`src/rtl/color_encoder_if.sv`:
```
// Handshake bundle between colour capture logic and the colour encoder.
interface color_encoder_if;
  logic [11:0] color_in;
  logic        color_valid;
  logic        color_ready;
  logic        clear;
  logic        code_ack;
  logic [7:0]  code_vec;
  logic        code_valid;
  logic [1:0]  fill_count;
  logic        bad_color;

  modport master (
    output color_in, color_valid, clear, code_ack,
    input  color_ready, code_vec, code_valid, fill_count, bad_color
  );

  modport slave (
    input  color_in, color_valid, clear, code_ack,
    output color_ready, code_vec, code_valid, fill_count, bad_color
  );
endinterface

```
`src/rtl/color_encoder.sv`:
```
// Maps 12-bit palette colours to 2-bit codes and packs four of them into an
// 8-bit sequence word; off-palette colours are dropped with a one-cycle pulse.
module color_encoder #(
  parameter logic [11:0] COLOR1 = 12'hF00,
  parameter logic [11:0] COLOR2 = 12'h0F0,
  parameter logic [11:0] COLOR3 = 12'h00F,
  parameter logic [11:0] COLOR4 = 12'hFF0
) (
  input  logic          clk,
  input  logic          reset,
  color_encoder_if.slave bus
);

  typedef enum logic {FILL, HOLD} state_t;

  state_t     r_state, w_state_nxt;
  logic [7:0] r_pack;
  logic [7:0] r_code_vec;
  logic       r_code_valid;
  logic       r_bad;
  logic [1:0] r_fill;

  logic       w_ready;
  logic       w_accept;
  logic       w_match;
  logic [1:0] w_code;

  assign w_ready  = (r_state == FILL);
  assign w_accept = bus.color_valid & w_ready & ~bus.clear;

  // Lowest-numbered palette entry wins if parameters are duplicated.
  always_comb begin
    w_match = 1'b1;
    w_code  = 2'd0;
    if      (bus.color_in == COLOR1) w_code = 2'd0;
    else if (bus.color_in == COLOR2) w_code = 2'd1;
    else if (bus.color_in == COLOR3) w_code = 2'd2;
    else if (bus.color_in == COLOR4) w_code = 2'd3;
    else                             w_match = 1'b0;
  end

  always_comb begin
    w_state_nxt = r_state;
    if (bus.clear)
      w_state_nxt = FILL;
    else if (r_state == HOLD && bus.code_ack)
      w_state_nxt = FILL;
    else if (w_accept && w_match && r_fill == 2'd3)
      w_state_nxt = HOLD;
  end

  always_ff @(posedge clk) begin
    if (reset) begin
      r_state      <= FILL;
      r_pack       <= 8'h00;
      r_code_vec   <= 8'h00;
      r_code_valid <= 1'b0;
      r_bad        <= 1'b0;
      r_fill       <= 2'd0;
    end else begin
      r_state <= w_state_nxt;
      r_bad   <= 1'b0;
      if (bus.clear) begin
        r_fill <= 2'd0;
        r_pack <= 8'h00;
        if (r_state == HOLD) r_code_valid <= 1'b0;
      end else if (r_state == HOLD) begin
        if (bus.code_ack) r_code_valid <= 1'b0;
      end else if (w_accept) begin
        if (!w_match) begin
          r_bad <= 1'b1;
        end else if (r_fill == 2'd3) begin
          // Slot 3 goes straight to the output; pack register starts over.
          r_code_vec   <= {w_code, r_pack[5:0]};
          r_code_valid <= 1'b1;
          r_fill       <= 2'd0;
          r_pack       <= 8'h00;
        end else begin
          r_pack[{r_fill, 1'b0} +: 2] <= w_code;
          r_fill                      <= r_fill + 2'd1;
        end
      end
    end
  end

  assign bus.color_ready = w_ready;
  assign bus.code_vec    = r_code_vec;
  assign bus.code_valid  = r_code_valid;
  assign bus.fill_count  = r_fill;
  assign bus.bad_color   = r_bad;

endmodule

```
`src/flat_wrapper.sv`:
```
// flat-port wrapper written by rule: the top's interface ports become plain ports
module color_encoder_flat 
#(
  parameter logic [11:0] COLOR1 = 12'hF00,
  parameter logic [11:0] COLOR2 = 12'h0F0,
  parameter logic [11:0] COLOR3 = 12'h00F,
  parameter logic [11:0] COLOR4 = 12'hFF0
)
  (clk, reset, bus_color_in, bus_color_valid, bus_clear, bus_code_ack, bus_color_ready, bus_code_vec, bus_code_valid, bus_fill_count, bus_bad_color);
  color_encoder_if bus_i ();
  input  logic clk;
  input  logic reset;
  input wire logic [$bits(bus_i.color_in)-1:0] bus_color_in;
  input wire logic [$bits(bus_i.color_valid)-1:0] bus_color_valid;
  input wire logic [$bits(bus_i.clear)-1:0] bus_clear;
  input wire logic [$bits(bus_i.code_ack)-1:0] bus_code_ack;
  output wire logic [$bits(bus_i.color_ready)-1:0] bus_color_ready;
  output wire logic [$bits(bus_i.code_vec)-1:0] bus_code_vec;
  output wire logic [$bits(bus_i.code_valid)-1:0] bus_code_valid;
  output wire logic [$bits(bus_i.fill_count)-1:0] bus_fill_count;
  output wire logic [$bits(bus_i.bad_color)-1:0] bus_bad_color;
  assign bus_i.color_in = bus_color_in;
  assign bus_i.color_valid = bus_color_valid;
  assign bus_i.clear = bus_clear;
  assign bus_i.code_ack = bus_code_ack;
  assign bus_color_ready = bus_i.color_ready;
  assign bus_code_vec = bus_i.code_vec;
  assign bus_code_valid = bus_i.code_valid;
  assign bus_fill_count = bus_i.fill_count;
  assign bus_bad_color = bus_i.bad_color;
  color_encoder #(.COLOR1(COLOR1), .COLOR2(COLOR2), .COLOR3(COLOR3), .COLOR4(COLOR4)) u_core (.clk(clk), .reset(reset), .bus(bus_i));
endmodule
```
`config.mk`:
```
export PLATFORM = sky130hd
export DESIGN_NAME = color_encoder_flat
export DESIGN_NICKNAME = d
export VERILOG_FILES = /design/src/rtl/color_encoder_if.sv /design/src/rtl/color_encoder.sv /design/src/flat_wrapper.sv
export SDC_FILE = /design/constraint.sdc
export NUM_CORES = 1
export LEC_CHECK = 0
export CAP_MARGIN = 20
export CORE_MARGIN = 2
export CORE_UTILIZATION = 61
export DETAILED_ROUTE_END_ITERATION = 7
export DONT_BUFFER_PORTS = 1
export PLACE_DENSITY = 0.79
export SLEW_MARGIN = 10
export SYNTH_ARGS = -nofsm -noshare
export SYNTH_HDL_FRONTEND = slang
export SYNTH_SLANG_ARGS = --single-unit
```
`constraint.sdc`:
```
create_clock -name clk -period 2.6 [get_ports clk]
set_clock_uncertainty 0.15 [all_clocks]
set_input_delay 0.78 -clock clk [delete_from_list [all_inputs] [get_ports clk]]
set_output_delay 0.78 -clock clk [all_outputs]
set_load 0.02 [all_outputs]
```
==> flow_metrics.env, run 1 <==
export IMPL_status="complete, no violations"
export IMPL_place_ws_ps=97.5
export IMPL_cts_root_buf="clkbuf_4"
export IMPL_avgSynthCellArea_um2=8.93
export IMPL_final_common_cell="dfxtp_1"
export IMPL_irDropWorstVdd_mv=0.375
export IMPL_layout_nets=153
export IMPL_grt_max_degree=22
export IMPL_htreeDepth=1
export IMPL_yosysTopAreaCellShare=0.330
export IMPL_ant_nets=0
export IMPL_period_share=0.836
export IMPL_ys_top_cells_by_area="dfxtp_1 33%, mux2i_1 14%, nand2b_1 8.1%, ha_1 5.4%, nand2_1 4.9%"
export IMPL_start_util=0.660
export IMPL_netlist_instances=129
export IMPL_cts_hold_buf=0
export IMPL_clock_latency_ps=300
export IMPL_cts_made_buffers=3
export IMPL_drt_iter0_drc=18
export IMPL_routed_wl_um=2300
export IMPL_synthDistinctLibCells=35
export IMPL_powerDensity_mw_per_mm2=385
export IMPL_period_needed_ps=2170
export IMPL_cts_tree="built"
export IMPL_final_cell_mix="19 x dfxtp_1, 16 x mux2i_1, 15 x nand2_1, 15 x nand2b_1"
export IMPL_syn_to_final_growth_pct=4.56
export IMPL_rsz0062_at_grt="no"
export IMPL_start_kind="primary input"
export IMPL_synthesis_nets=151
export IMPL_num_io_pins=30
export IMPL_drive_above_1_share=0.115
export IMPL_synth_flop_cell="dfxtp_1"
export IMPL_post_cts_buffers=0
export IMPL_antenna_found_initial=0
export IMPL_clock_path_buffers=2
export IMPL_synth_seq_area_share=0.330
export IMPL_vias=934
export IMPL_setup_viol=0
export IMPL_place_hpwl_um=1780
export IMPL_cts_sinks=19
export IMPL_synth_edf_count=0
export IMPL_cp_end_kind="flop"
export IMPL_maxCapViolations=0
export IMPL_cts_resized_gates=0
export IMPL_clkTransAtPathRegs_ps=100
export IMPL_routabilityCongestion=0.897
export IMPL_port_buffers=0
export IMPL_wl_per_cell_um=14.9
export IMPL_critical_path_class="in -> reg"
export IMPL_worstPathRequired_ps=2680
export IMPL_antenna_cells=0
export IMPL_synth_top_cell_by_area="dfxtp_1"
export IMPL_die_y_um=47.5
export IMPL_grt_overflow_total=0
export IMPL_dieArea_mm2=0.00225
export IMPL_cp_arrival_ps=2250
export IMPL_via_per_inst=6.03
export IMPL_grt_usage=0.236
export IMPL_cp_max_fo=9
export IMPL_grt_first_pass_wirelength_um=3730
export IMPL_final_max_slew_violation_count=0
export IMPL_num_rows=15
export IMPL_async_flop_share=0
export IMPL_fin_tns_setup_ps=0
export IMPL_hp_class="reg -> reg"
export IMPL_syn_cell_area_mm2=0.00115
export IMPL_worstMarginPinSlew_ps=505
export IMPL_coreArea_mm2=0.00175
export IMPL_slew_headroom=0.661
export IMPL_route_detailed_drc=0
export IMPL_fp_dieW_um=47.5
export IMPL_drtPass1Iterations=4
export IMPL_fin_ws_ps=427
export IMPL_ys_ff_latch=19
export IMPL_ys_warn_count=0
export IMPL_leakagePower_nw=0.415
export IMPL_max_freq_ghz=0.460
export IMPL_hold_viol=0
export IMPL_grt_pass1_vias=858
==> worst paths after layout <==
check,startpoint,endpoint,slack [ps],cells after the start
setup / recovery,bus_color_in[5],u_core.bus.code_vec[0],430,4
hold / removal,u_core.r_pack[1],u_core.r_pack[1],310,2
setup reg to reg,u_core.bus.fill_count[0],u_core.r_pack[5],430,5
hold reg to reg,u_core.r_pack[1],u_core.r_pack[1],310,2
==> report_power, final <==
part | leakage (nW) | switching [mW] | internal, mW
Combinational | 0.244 | 0.0122 | 0.0107
Sequential | 0.153 | 0.000961 | 0.292
Clock | 0.0177 | 0.0910 | 0.0574
Total | 0.415 | 0.104 | 0.360
==> cell type report <==
| type | count | area, um2 |
|---|---|---|
| Sequential cell | 19 | 380 |
| Fill cell | 153 | 541 |
| Clock buffer | 3 | 22.5 |
| Multi-Input combinational cell | 98 | 717 |
| Timing Repair Buffer | 4 | 30.0 |
| Tap cell | 25 | 31.3 |
| Clock inverter | 1 | 5.00 |
| Inverter | 5 | 18.8 |
==> logic make-up (layout without fill, tap and decap cells) <==
kind of cell               Yosys count  count (layout)  share of synthesized area
AOI/OAI and AO/OA                   20              20                      0.138
DFF                                 19              19                      0.330
adders and majority gates            5               5                     0.0543
muxes                               16              16                      0.139
buffers and inverters               12              13                     0.0478
and+or+nand+nor                     57              57                      0.291
==> registers in the layout, summed over array words and instances, names as in the netlist <==
signal / cells
u_core.bus.code_vec: 8
u_core.r_pack: 6
u_core.bus.fill_count: 2
u_core.bus.bad_color: 1
u_core.bus.code_valid: 1
u_core.r_state: 1
==> worst max-delay path, stage by stage <==
cell and delay [ps]:
or4_1 670, o22ai_4 190, a32o_2 390, mux2i_1 220
==> synth_stat cells (all sizes together), types with 4 or more instances <==
| cell | instances |
|---|---|
| nor2 | 5 |
| or4 | 4 |
| o21ai | 5 |
| nand2 | 15 |
| nor3 | 7 |
| mux2i | 16 |
| ha | 5 |
| dfxtp | 19 |
| inv | 5 |
| nand2b | 15 |
| clkbuf | 4 |
==> per-stage QoR <==
stage	total power, mW	cell area (um2)	util	std cells	hold WS [ps]
after floorplan	0.321	1150	-	129	285
after detailed placement	0.322	1180	0.675	151	308
after CTS	0.462	1200	0.690	155	318
after global routing	0.480	1200	0.690	155	330
after global placement	0.321	1180	0.675	151	300
final	0.464	1200	0.690	155	315
==> layer usage <==
metal / vias up / global-route usage / share of wire
met5: - / 0 / 0
met4: 0 / 0.0500 / 0.0056
met3: 2 / 0.0755 / 0.080
met2: 40 / 0.376 / 0.46
met1: 426 / 0.314 / 0.45
li1: 466 / - / -
Note: power is estimated with default switching activity, not from simulation.
==> run 2, diff against run 1 <==
Settings changed: CORE_UTILIZATION 61 to 55, PLACE_DENSITY 0.79 to 0.75.
Clock period 2.6 ns to 1.8 ns, I/O delays scaled along.
==> run 2 against run 1 <==
Utilization grew 10 points. Non-clock buffer count grew 29. Highest routed layer unchanged. Sequential cell count unchanged. Critical path type is now reg -> reg. Sequential power rose by 44%. Global-route usage grew 1.3 points. Final area up 29%. Total power is 49% higher. Sequential share of layout area is 6.8 points lower. The run now ends with negative setup slack left. Clock-buffer cell count increased by 1. Largest power group unchanged. Critical path depth is 1 higher. Register-to-register slack got worse by 500 ps. Via count up 20%.
==> flow_metrics.env, run 2 (synthesis results as in run 1) <==
export IMPL_slew_headroom=0.725
export IMPL_hold_ws_ps=147
export IMPL_seqPwrFrac=0.608
export IMPL_dieArea_mm2=0.00248
export IMPL_route_detailed_drc=0
export IMPL_fp_dieW_um=49.8
export IMPL_cts_made_buffers=3
export IMPL_ant_nets=0
export IMPL_largest_register_ffs=8
export IMPL_via_per_inst=6.01
export IMPL_slowest_delay_ps=430
export IMPL_crit_buf_inv=1
export IMPL_vias=1117
export IMPL_routed_wl_um=3340
export IMPL_cp_end_kind="flop"
export IMPL_pwr_share_comb=0.075
export IMPL_fin_tns_setup_ps=-523
export IMPL_worstMarginPinSlew_ps=410
export IMPL_stdcell_count=186
export IMPL_cts_sinks=19
export IMPL_cts_root_buf="clkbuf_4"
export IMPL_fin_ws_ps=-73.9
export IMPL_die_y_um=49.8
export IMPL_hold_viol=0
export IMPL_powerDensity_mw_per_mm2=444
export IMPL_worstPathCellList="or3b_4 > buf_4 > nor3_1 > a22oi_2 > mux2i_1"
export IMPL_rsz0062_at_grt="yes"
export IMPL_clkTransAtPathRegs_ps=110
export IMPL_final_cell_mix="29 x buf_4, 17 x dfxtp_1, 15 x nand2_1, 15 x nand2b_1, 14 x mux2i_1"
export IMPL_period_needed_ps=1870
export IMPL_swShare=0.228
export IMPL_grt_pass1_vias=1060
export IMPL_start_util=0.587
export IMPL_hp_class="in -> reg"
export IMPL_p_int_mw=0.534
export IMPL_maxCapViolations=0
export IMPL_clock_path_buffers=2
export IMPL_layout_nets=182
export IMPL_status="finished with violations"
export IMPL_num_rows=16
export IMPL_switchingPower_mw=0.158
export IMPL_num_io_pins=30
export IMPL_grt_usage=0.250
export IMPL_drt_iter0_drc=56
export IMPL_cp_arrival_ps=1920
export IMPL_worstPathRequired_ps=1840
export IMPL_port_buffers=0
export IMPL_htreeDepth=1
export IMPL_place_hpwl_um=2130
export IMPL_period_share=1.04
export IMPL_final_common_cell="buf_4"
export IMPL_drive_above_1_share=0.377
export IMPL_leakagePower_nw=0.613
export IMPL_clock_latency_ps=300
export IMPL_grt_overflow_total=0
export IMPL_grt_first_pass_wirelength_um=4670
export IMPL_cp_slowest_cell="or3b_4"
export IMPL_routabilityCongestion=0.823
export IMPL_irDropWorstVdd_mv=0.476
export IMPL_violations="negative setup slack"
export IMPL_max_freq_ghz=0.534
export IMPL_syn_to_final_growth_pct=35.3
export IMPL_final_max_slew_violation_count=0
export IMPL_cp_top_family="simple AND/OR/NAND/NOR gates"
export IMPL_setup_viol=13
export IMPL_drtPass1Iterations=4
export IMPL_cts_hold_buf=0
export IMPL_grt_max_degree=22
export IMPL_pwr_share_clk=0.316
export IMPL_place_ws_ps=-414
export IMPL_antenna_cells=0
export IMPL_antenna_found_initial=0
export IMPL_dp_cells=178
export IMPL_critical_path_class="reg -> reg"
export IMPL_start_kind="flop"
export IMPL_cts_tree="built"
export IMPL_coreArea_mm2=0.00196
export IMPL_wl_per_cell_um=17.9
export IMPL_cp_max_fo=4
==> run 2: power groups by stage <==
stage,clock [mW],combinational [mW],sequential (mW)
floorplan,0,0.0331,0.432
global placement,0,0.0390,0.432
detailed placement,0,0.0404,0.432
CTS,0.220,0.0480,0.421
global route,0.239,0.0533,0.421
finish,0.219,0.0522,0.421
==> run 2: final cells by class <==
type / count / area (um2)
inverters: 5 / 18.8
flip-flops and latches: 19 / 385
multi-input cells: 98 / 810
clock buffers: 4 / 26.3
well taps: 27 / 33.8
fillers: 132 / 403
repair buffers: 33 / 285
==> run 2: worst reg2reg max path: cells and delay by family, from the launching register on <==
kind | cells | cell delay (ps)
flip-flops | 1 | 340
buffers and inverters | 1 | 170
AND/OR/NAND/NOR | 2 | 790
AO/OA/AOI/OAI | 1 | 150
multiplexers | 1 | 160
==> run 2: per-stage QoR <==
step / total power [mW] / cell area [um2] / utilization
after global routing: 0.713 / 1560 / 0.795
after detailed placement: 0.473 / 1390 / 0.709
after floorplan: 0.465 / 1170 / -
final: 0.692 / 1560 / 0.795
after CTS: 0.689 / 1480 / 0.753
after global placement: 0.471 / 1390 / 0.709
==> run 2: final timing paths <==
| kind | start | slack (ps) | cells after the start | end |
|---|---|---|---|---|
| max | u_core.r_state | -70 | 5 | u_core.r_pack[2] |
| min | reset | 150 | 1 | u_core.bus.bad_color |
| max reg2reg | u_core.r_state | -70 | 5 | u_core.r_pack[2] |
| min reg2reg | u_core.r_pack[3] | 330 | 2 | u_core.r_pack[3] |
==> run 2: routing by layer <==
metal / GRT usage / vias up / part of all wire
li1: - / 525 / -
met1: 0.289 / 514 / 0.40
met2: 0.453 / 60 / 0.50
met3: 0.0576 / 18 / 0.068
met4: 0.0694 / 0 / 0.038
met5: 0 / - / 0
==> run 2: timing repair <==
| action | CTS | global route |
|---|---|---|
| resized for setup | 14 | 13 |
| setup buffers | 2 | 1 |
| cloned | 0 | 1 |
| pin swaps | 3 | 10 |
| setup endpoints to repair | 14 | 14 |
